File: config.mk
export PLATFORM = sky130hd
export DESIGN_NAME = ttl_reg_pipe
export DESIGN_NICKNAME = d
export VERILOG_FILES = /design/src/rtl/ttl_reg_pipe.sv
export SDC_FILE = /design/constraint.sdc
export NUM_CORES = 1
export LEC_CHECK = 0
export BUFFER_PORTS_ARGS = -buffer_cell sky130_fd_sc_hd__buf_4
export CORE_MARGIN = 1
export CORE_UTILIZATION = 59
export CTS_CLUSTER_SIZE = 30
export DETAILED_ROUTE_END_ITERATION = 6
export PLACE_DENSITY = 0.81
export RECOVER_POWER = 50
export REMOVE_ABC_BUFFERS = 1
export SLEW_MARGIN = 40
export SYNTH_ARGS = -nofsm -noshare
export SYNTH_HDL_FRONTEND = slang
export SYNTH_HIERARCHICAL = 1
export SYNTH_SLANG_ARGS = --single-unit
File: constraint.sdc
create_clock -name CLK -period 2.9 [get_ports CLK]
set_input_delay 0 -clock CLK [delete_from_list [all_inputs] [get_ports CLK]]
set_output_delay 0 -clock CLK [all_outputs]
set_load 0.01 [all_outputs]
File: src/rtl/ttl_reg_pipe.sv
// Parametrised '374-style register pipeline: DEPTH stages of WIDTH bits with shift/load/clear,
// per-stage valid tracking and a selectable output tap. Optional macro: TTL_REG_PIPE_TRISTATE_EN.

module ttl_reg_pipe_stage #(
    parameter int WIDTH = 8
) (
    input  logic             CLK,
    input  logic             nRESET,
    input  logic             ce_i,
    input  logic [1:0]       mode_i,
    input  logic             sel_hit_i,
    input  logic [WIDTH-1:0] sh_data_i,
    input  logic             sh_vld_i,
    input  logic [WIDTH-1:0] ld_data_i,
    output logic [WIDTH-1:0] data_o,
    output logic             vld_d_o,
    output logic             vld_o
);
    localparam logic [1:0] M_HOLD  = 2'b00;
    localparam logic [1:0] M_SHIFT = 2'b01;
    localparam logic [1:0] M_LOAD  = 2'b10;
    localparam logic [1:0] M_CLEAR = 2'b11;

    logic [WIDTH-1:0] data_q, data_d;
    logic             vld_q,  vld_d;

    always_comb begin
        data_d = data_q;
        vld_d  = vld_q;
        if (ce_i) begin
            case (mode_i)
                M_HOLD: ;
                M_SHIFT: begin
                    data_d = sh_data_i;
                    vld_d  = sh_vld_i;
                end
                M_LOAD: begin
                    if (sel_hit_i) begin
                        data_d = ld_data_i;
                        vld_d  = 1'b1;
                    end
                end
                M_CLEAR: begin
                    data_d = '0;
                    vld_d  = 1'b0;
                end
                default: ;
            endcase
        end
    end

    always_ff @(posedge CLK or negedge nRESET) begin
        if (!nRESET) begin
            data_q <= '0;
            vld_q  <= 1'b0;
        end else begin
            data_q <= data_d;
            vld_q  <= vld_d;
        end
    end

    assign data_o  = data_q;
    assign vld_d_o = vld_d;
    assign vld_o   = vld_q;
endmodule

module ttl_reg_pipe #(
    parameter int WIDTH = 8,
    parameter int DEPTH = 4,
    parameter int SELW  = $clog2(DEPTH),
    parameter int CNTW  = $clog2(DEPTH + 1)
) (
    input  logic             CLK,
    input  logic             nRESET,
    input  logic             CE,
    input  logic [1:0]       MODE,
    input  logic [SELW-1:0]  SEL,
    input  logic [WIDTH-1:0] D,
    input  logic [SELW-1:0]  TAP,
    input  logic             nOE,
    output logic [WIDTH-1:0] Q,
    output logic             QV,
    output logic [CNTW-1:0]  COUNT,
    output logic             OVF
);
    localparam logic [1:0] M_SHIFT = 2'b01;

    logic [DEPTH-1:0][WIDTH-1:0] stage;
    logic [DEPTH-1:0]            vld, vld_d;
    logic [CNTW-1:0]             count_q, count_d;
    logic                        ovf_q, ovf_d;

    // Stage 0 shifts in D as valid; stage i shifts in stage i-1.
    for (genvar i = 0; i < DEPTH; i++) begin : g_stage
        logic [WIDTH-1:0] sh_data;
        logic             sh_vld;
        if (i == 0) begin : g_head
            assign sh_data = D;
            assign sh_vld  = 1'b1;
        end else begin : g_body
            assign sh_data = stage[i-1];
            assign sh_vld  = vld[i-1];
        end

        ttl_reg_pipe_stage #(.WIDTH(WIDTH)) u_stage (
            .CLK       (CLK),
            .nRESET    (nRESET),
            .ce_i      (CE),
            .mode_i    (MODE),
            .sel_hit_i (int'(SEL) == i),
            .sh_data_i (sh_data),
            .sh_vld_i  (sh_vld),
            .ld_data_i (D),
            .data_o    (stage[i]),
            .vld_d_o   (vld_d[i]),
            .vld_o     (vld[i])
        );
    end

    // COUNT is registered from next-state valid bits so it tracks valid[] exactly.
    always_comb begin
        count_d = '0;
        for (int i = 0; i < DEPTH; i++)
            count_d = count_d + CNTW'(vld_d[i]);
        ovf_d = CE && (MODE == M_SHIFT) && vld[DEPTH-1];
    end

    always_ff @(posedge CLK or negedge nRESET) begin
        if (!nRESET) begin
            count_q <= '0;
            ovf_q   <= 1'b0;
        end else begin
            count_q <= count_d;
            ovf_q   <= ovf_d;
        end
    end

    assign COUNT = count_q;
    assign OVF   = ovf_q;

    logic [WIDTH-1:0] tap_data;
    logic             tap_vld;

    always_comb begin
        tap_data = '0;
        tap_vld  = 1'b0;
        for (int i = 0; i < DEPTH; i++) begin
            if (int'(TAP) == i) begin
                tap_data = stage[i];
                tap_vld  = vld[i];
            end
        end
    end

`ifdef TTL_REG_PIPE_TRISTATE_EN
    assign Q  = nOE ? {WIDTH{1'bz}} : tap_data;
    assign QV = nOE ? 1'bz : tap_vld;
`else
    // Output is always driven for FPGA-internal use; nOE has no effect.
    logic unused_noe;
    assign unused_noe = nOE;
    assign Q  = tap_data;
    assign QV = tap_vld;
`endif
endmodule

==> Word level (Yosys, flattened, before mapping) <==
Index checks and enable logic that the tools add are counted.
{ "op_classes": {"addsub": 3, "eq_ne": 13, "muxes": 28, "reduce_logical": 9} }
{ "ops": {"columns": ["operator", "n"], "rows": [
  ["$pmux W8 S3", 4],
  ["$mux W8", 8],
  ["$eq A2 B2 Y1 const B", 6],
  ["$mux W1", 12],
  ["$pmux W1 S3", 4],
  ["$reduce_and A3 Y1", 4],
  ["$ne A2 B1 Y1 const B", 4],
  ["$eq A2 B1 Y1 const B", 3],
  ["$logic_not A2 Y1", 2],
  ["$add A2 B1 Y3", 1],
  ["$add A3 B1 Y3", 1],
  ["$reduce_bool A3 Y1", 1],
  ["$add A1 B1 Y2", 1],
  ["$logic_and A1 B1 Y1", 2]
]} }
{ "word_totals": {"regBits": 40, "inputBits": 18} }

==> Depth between registers and ports, before layout <==
{ "depth": {"word_depth": 7, "ltp_mapped": 9, "ltp_nobuf": 9} }

==> Hierarchy <==
Netlist, hierarchy kept.
{ "by_module_without_submodules": {"columns": ["module", "instances", "cells_per_inst", "area_per_inst_um2", "seq_area_each_um2"], "rows": [
  ["ttl_reg_pipe_stage", 4, 51, 543.0, 225.2],
  ["ttl_reg_pipe", 1, 29, 419.2, 100.1]
]} }

==> Least setup slack after synthesis <==
No wires, ideal clock.
{ "synth_timing": {"kind": "register to register", "from": "register g_stage[0].u_stage.vld_q", "to": "register count_q[1] (netlist: COUNT[1])", "setup_time_ps": 126, "arrival_time_ps": 1638, "required_ps": 2774, "slack_ps": 1136, "path_stages_with_launch": 9, "n_path_buf": 0, "period_less_slack_ps": 1764, "path_cell_list": "dfrtp_1 > nand2_1 > o21ai_1 > a22o_1 > inv_1 > fa_1 > inv_1 > ha_1 > ha_1"} }
{ "synth_between": {"word_cells_on_any_way": 8, "classes_between": "3 x add/sub; 5 x mux"} }
{ "synth_lines": {"columns": ["item", "line", "rtl"], "rows": [
  ["start, declared", "25", "logic vld_q, vld_d;"],
  ["start signal, assigned", "58", "vld_q <= vld_d;"],
  ["$pmux W1 S3", "31", "case (mode_i)"],
  ["$mux W1", "30", "if (ce_i) begin"],
  ["named net vld_d[1]", "89", "logic [DEPTH-1:0] vld, vld_d;"],
  ["$add A1 B1 Y2", "124", "count_d = count_d + CNTW'(vld_d[i]);"],
  ["$add A2 B1 Y3", "124", null],
  ["$add A3 B1 Y3", "124", null],
  ["named net count_d[1]", "90", "logic [CNTW-1:0] count_q, count_d;"],
  ["end signal, assigned", "133", "count_q <= count_d;"],
  ["end, declared", "90", null]
]} }
The timed path passes the listed nets, and every way through them passes these cells.
A chain may end at the register's enable or synchronous reset.

==> Worst setup path after layout <==
Ends and elaborated chain as after synthesis.

==> flow_metrics.py <==
metrics = {
    "outcome": {
        "status": "complete, no violations",
    },
    "timing": {
        "fin_crit_ns": 1.915,
        "max_slew_margin_pct": 59.64,
        "holdWs_ns": 0.1382,
        "fmaxAchievable_ghz": 0.5222,
        "tightest_slew_ns": 0.6055,
        "grt_setup_unrepaired": "no",
        "finClkSkew_ns": 0.004908,
        "drv_slew": 0,
        "setup_viol": 0,
        "setup_tns_ns": 0,
        "fin_crit_sh_pct": 66.04,
        "hold_violations": 0,
    },
    "global_route": {
        "grt_pass1_vias": 1639,
        "grt_antenna_before_repair": 0,
        "grt_max_degree": 66,
        "globalRouteTotalUtil_pct": 24.53,
        "grt_pass1_wl_um": 8135,
        "overflow": 0,
    },
    "run": {
        "maxCapViolations": 0,
    },
    "power_and_ir_drop": {
        "power_density_nw_per_um2": 553.4,
        "swShare_pct": 29.67,
        "power.leakage_nw": 1.413,
        "p_comb_share_pct": 30.8,
        "peakVddDrop_mv": 0.2284,
        "switching_power_mw": 0.4663,
        "power_frac_seq_pct": 47.0,
        "clkPwrFrac_pct": 22.2,
        "p_int_mw": 1.105,
    },
    "worst_setup_path": {
        "r2r_start": "g_stage[0].u_stage/vld_o$_DFF_PN0_",
        "reg2reg_setup_slack_ns": 0.98,
        "end_kind": "register",
        "critPathMaxFanout": 3,
        "setup.worst_path.start_class": "register",
        "crit_path_start": "g_stage[0].u_stage/vld_o$_DFF_PN0_",
        "crit_cells": 8,
        "crit_chain": "nand2_1 -> o21ai_1 -> a22o_1 -> inv_1 -> fa_1 -> inv_1 -> ha_1 -> ha_1",
        "endpoint": "COUNT[1]$_DFF_PN0_",
        "cpPeakStageDelay_ns": 0.49,
        "path_class": "register to register",
        "crit_slowest_cell": "fa_1",
        "crit_required_ns": 3.07,
        "arrival_ns": 2.09,
        "r2r.worst_path.cells": 8,
        "worstReg2RegEnd": "COUNT[1]$_DFF_PN0_",
        "worst-path-buf-inv": 2,
        "crit_family": "adder cells",
    },
    "final_layout": {
        "area_growth_pct": 9.609,
        "nets": 278,
        "drive_above_1_share_pct": 31.52,
        "antenna_cells": 0,
        "fillers": 301,
    },
    "route": {
        "viasPerCell": 5.635,
        "antenna_left": 0,
        "drc": 0,
        "drt_iter0_drc": 109,
        "wl_per_cell_um": 16.59,
        "dr.pass1.iters": 4,
        "vias": 1730,
        "drt_wl_total_um": 5092,
    },
    "floorplanning": {
        "start_util_pct": 62.97,
        "dieArea_um2": 4661,
        "core_area_um2": 4115,
        "num_io_pins": 31,
        "die_height_um": 68.27,
        "row_count": 23,
        "die_w_um": 68.27,
    },
    "logic_synthesis": {
        "synth.top_cell.area_share_pct": 38.63,
        "synth_common_cells": "dfrtp_1, nand2_1, inv_1",
        "synthArstFlopShare_pct": 100.0,
        "synth_area_leaders": "dfrtp_1, mux2_4, mux4_2",
        "synth_edf_count": 0,
        "yosysWarnings": 6,
        "synth_seq_cells": 40,
        "ys_types": 22,
        "syn_inst": 233,
        "synth.avg_cell_area_um2": 11.12,
        "syn_area_um2": 2591,
        "synth_seq_area_share_pct": 38.63,
        "yosys.area.top_type": "dfrtp_1",
        "ys.flop_type": "dfrtp_1",
    },
    "clock_tree": {
        "clk_pin_slew_ns": 0.07,
        "cts_made_buffers": 5,
        "cts_resized": 0,
        "cts-root-buf": "clkbuf_8",
        "clkLatencyLatePin_ns": 0.29,
        "cts-htree-levels": 2,
        "clockBufferDepth": 2,
        "cts_tree": "built",
        "cts.sinks": 40,
    },
    "placement": {
        "place.gp.congestion": 0.7971,
        "place_hpwl_um": 3328,
        "numPortBuffers": 29,
    },
    "worst_hold_path": {
        "hp-class": "input pin to register",
    },
}
[power groups by stage]
stage | Sequential (mW) | Clock (mW) | Combinational [mW]
global route | 0.752 | 0.378 | 0.529
detailed placement | 0.747 | 0 | 0.493
floorplan | 0.727 | 0 | 0.323
CTS | 0.737 | 0.355 | 0.496
global placement | 0.740 | 0 | 0.478
finish | 0.739 | 0.349 | 0.484
[area by class of cell]
class,count,area (um2),share of cell area (%)
sequential,40,1001,35.24
clock inverter,1,5.005,0.1762
timing repair buffer,31,220.2,7.753
multi-input combinational,142,1340,47.18
tap,50,62.56,2.203
clock buffer,6,72.57,2.555
inverter,37,138.9,4.890
[layer usage]
layer / wire length [um] / global-route usage (%) / vias to the layer above
met5: 0 / 0 / -
met4: 72 / 10.16 / 0
met3: 171 / 5.000 / 6
met2: 2474 / 38.48 / 41
met1: 2375 / 32.87 / 831
li1: - / - / 852
[flip-flops by register name, indices dropped and copies added (netlist names)]
signal and count:
OVF 1, COUNT 3, g_stage.u_stage/data_o 32, g_stage.u_stage/vld_o 4
[timing repair]
item,in CTS,in global routing
hold buffers,1,0
endpoints found under the hold margin,40,0
buffers inserted,0,0
[kinds of logic after synthesis]
group,count (synthesis),share of synthesized area (%)
AO/OA/AOI/OAI,44,12.17
buffers and inverters,51,9.657
adder cells (fa/ha/maj),3,1.738
AND/OR/NAND/NOR,53,11.30
other,1,0.1447
flip-flops,40,38.63
multiplexers,41,26.36
[cell usage in the layout (no fill, tap or decap), types with 4 or more instances in the layout]
| master | netlist | final |
|---|---|---|
| dfrtp_1 | 40 | 40 |
| nand2_1 | 40 | 40 |
| inv_1 | 37 | 37 |
| o22ai_1 | 32 | 32 |
| mux2_4 | 32 | 32 |
| buf_4 | 4 | 26 |
| mux4_2 | 9 | 9 |
| clkbuf_8 | 0 | 5 |
| clkbuf_1 | 0 | 5 |
| nand3b_1 | 4 | 4 |
| o21ai_1 | 4 | 4 |
| a22o_1 | 4 | 4 |
| a21o_4 | 4 | 4 |
| nand2_8 | 4 | 4 |
[stage by stage]
step                cells  power [mW]  setup slack, ns  area, um2  utilization [%]
finish                307       1.572           0.9850       2840            69.02
global route          307       1.659           0.8772       2840            69.02
CTS                   307       1.588           0.9860       2855            69.38
detailed placement    299       1.240           0.8583       2768            67.25
global placement      299       1.218           0.9093       2768            67.25
floorplan             219       1.050            1.141       2480                -
[worst min-delay path by stage]
stage / end / cells past startpoint / slack, ns / start
floorplan: COUNT[0]$_DFF_PN0_ / 0 / -0.30 / nRESET
global placement: g_stage[0].u_stage/data_o[5]$_DFFE_PN0P_ / 1 / 0.002 / nRESET
detailed placement: g_stage[1].u_stage/data_o[5]$_DFFE_PN0P_ / 1 / 0.002 / nRESET
CTS: OVF$_DFF_PN0_ / 2 / 0.13 / MODE[1]
global route: OVF$_DFF_PN0_ / 2 / 0.14 / MODE[1]
finish: OVF$_DFF_PN0_ / 2 / 0.14 / MODE[1]
Note: power is estimated with default switching activity, not from simulation.
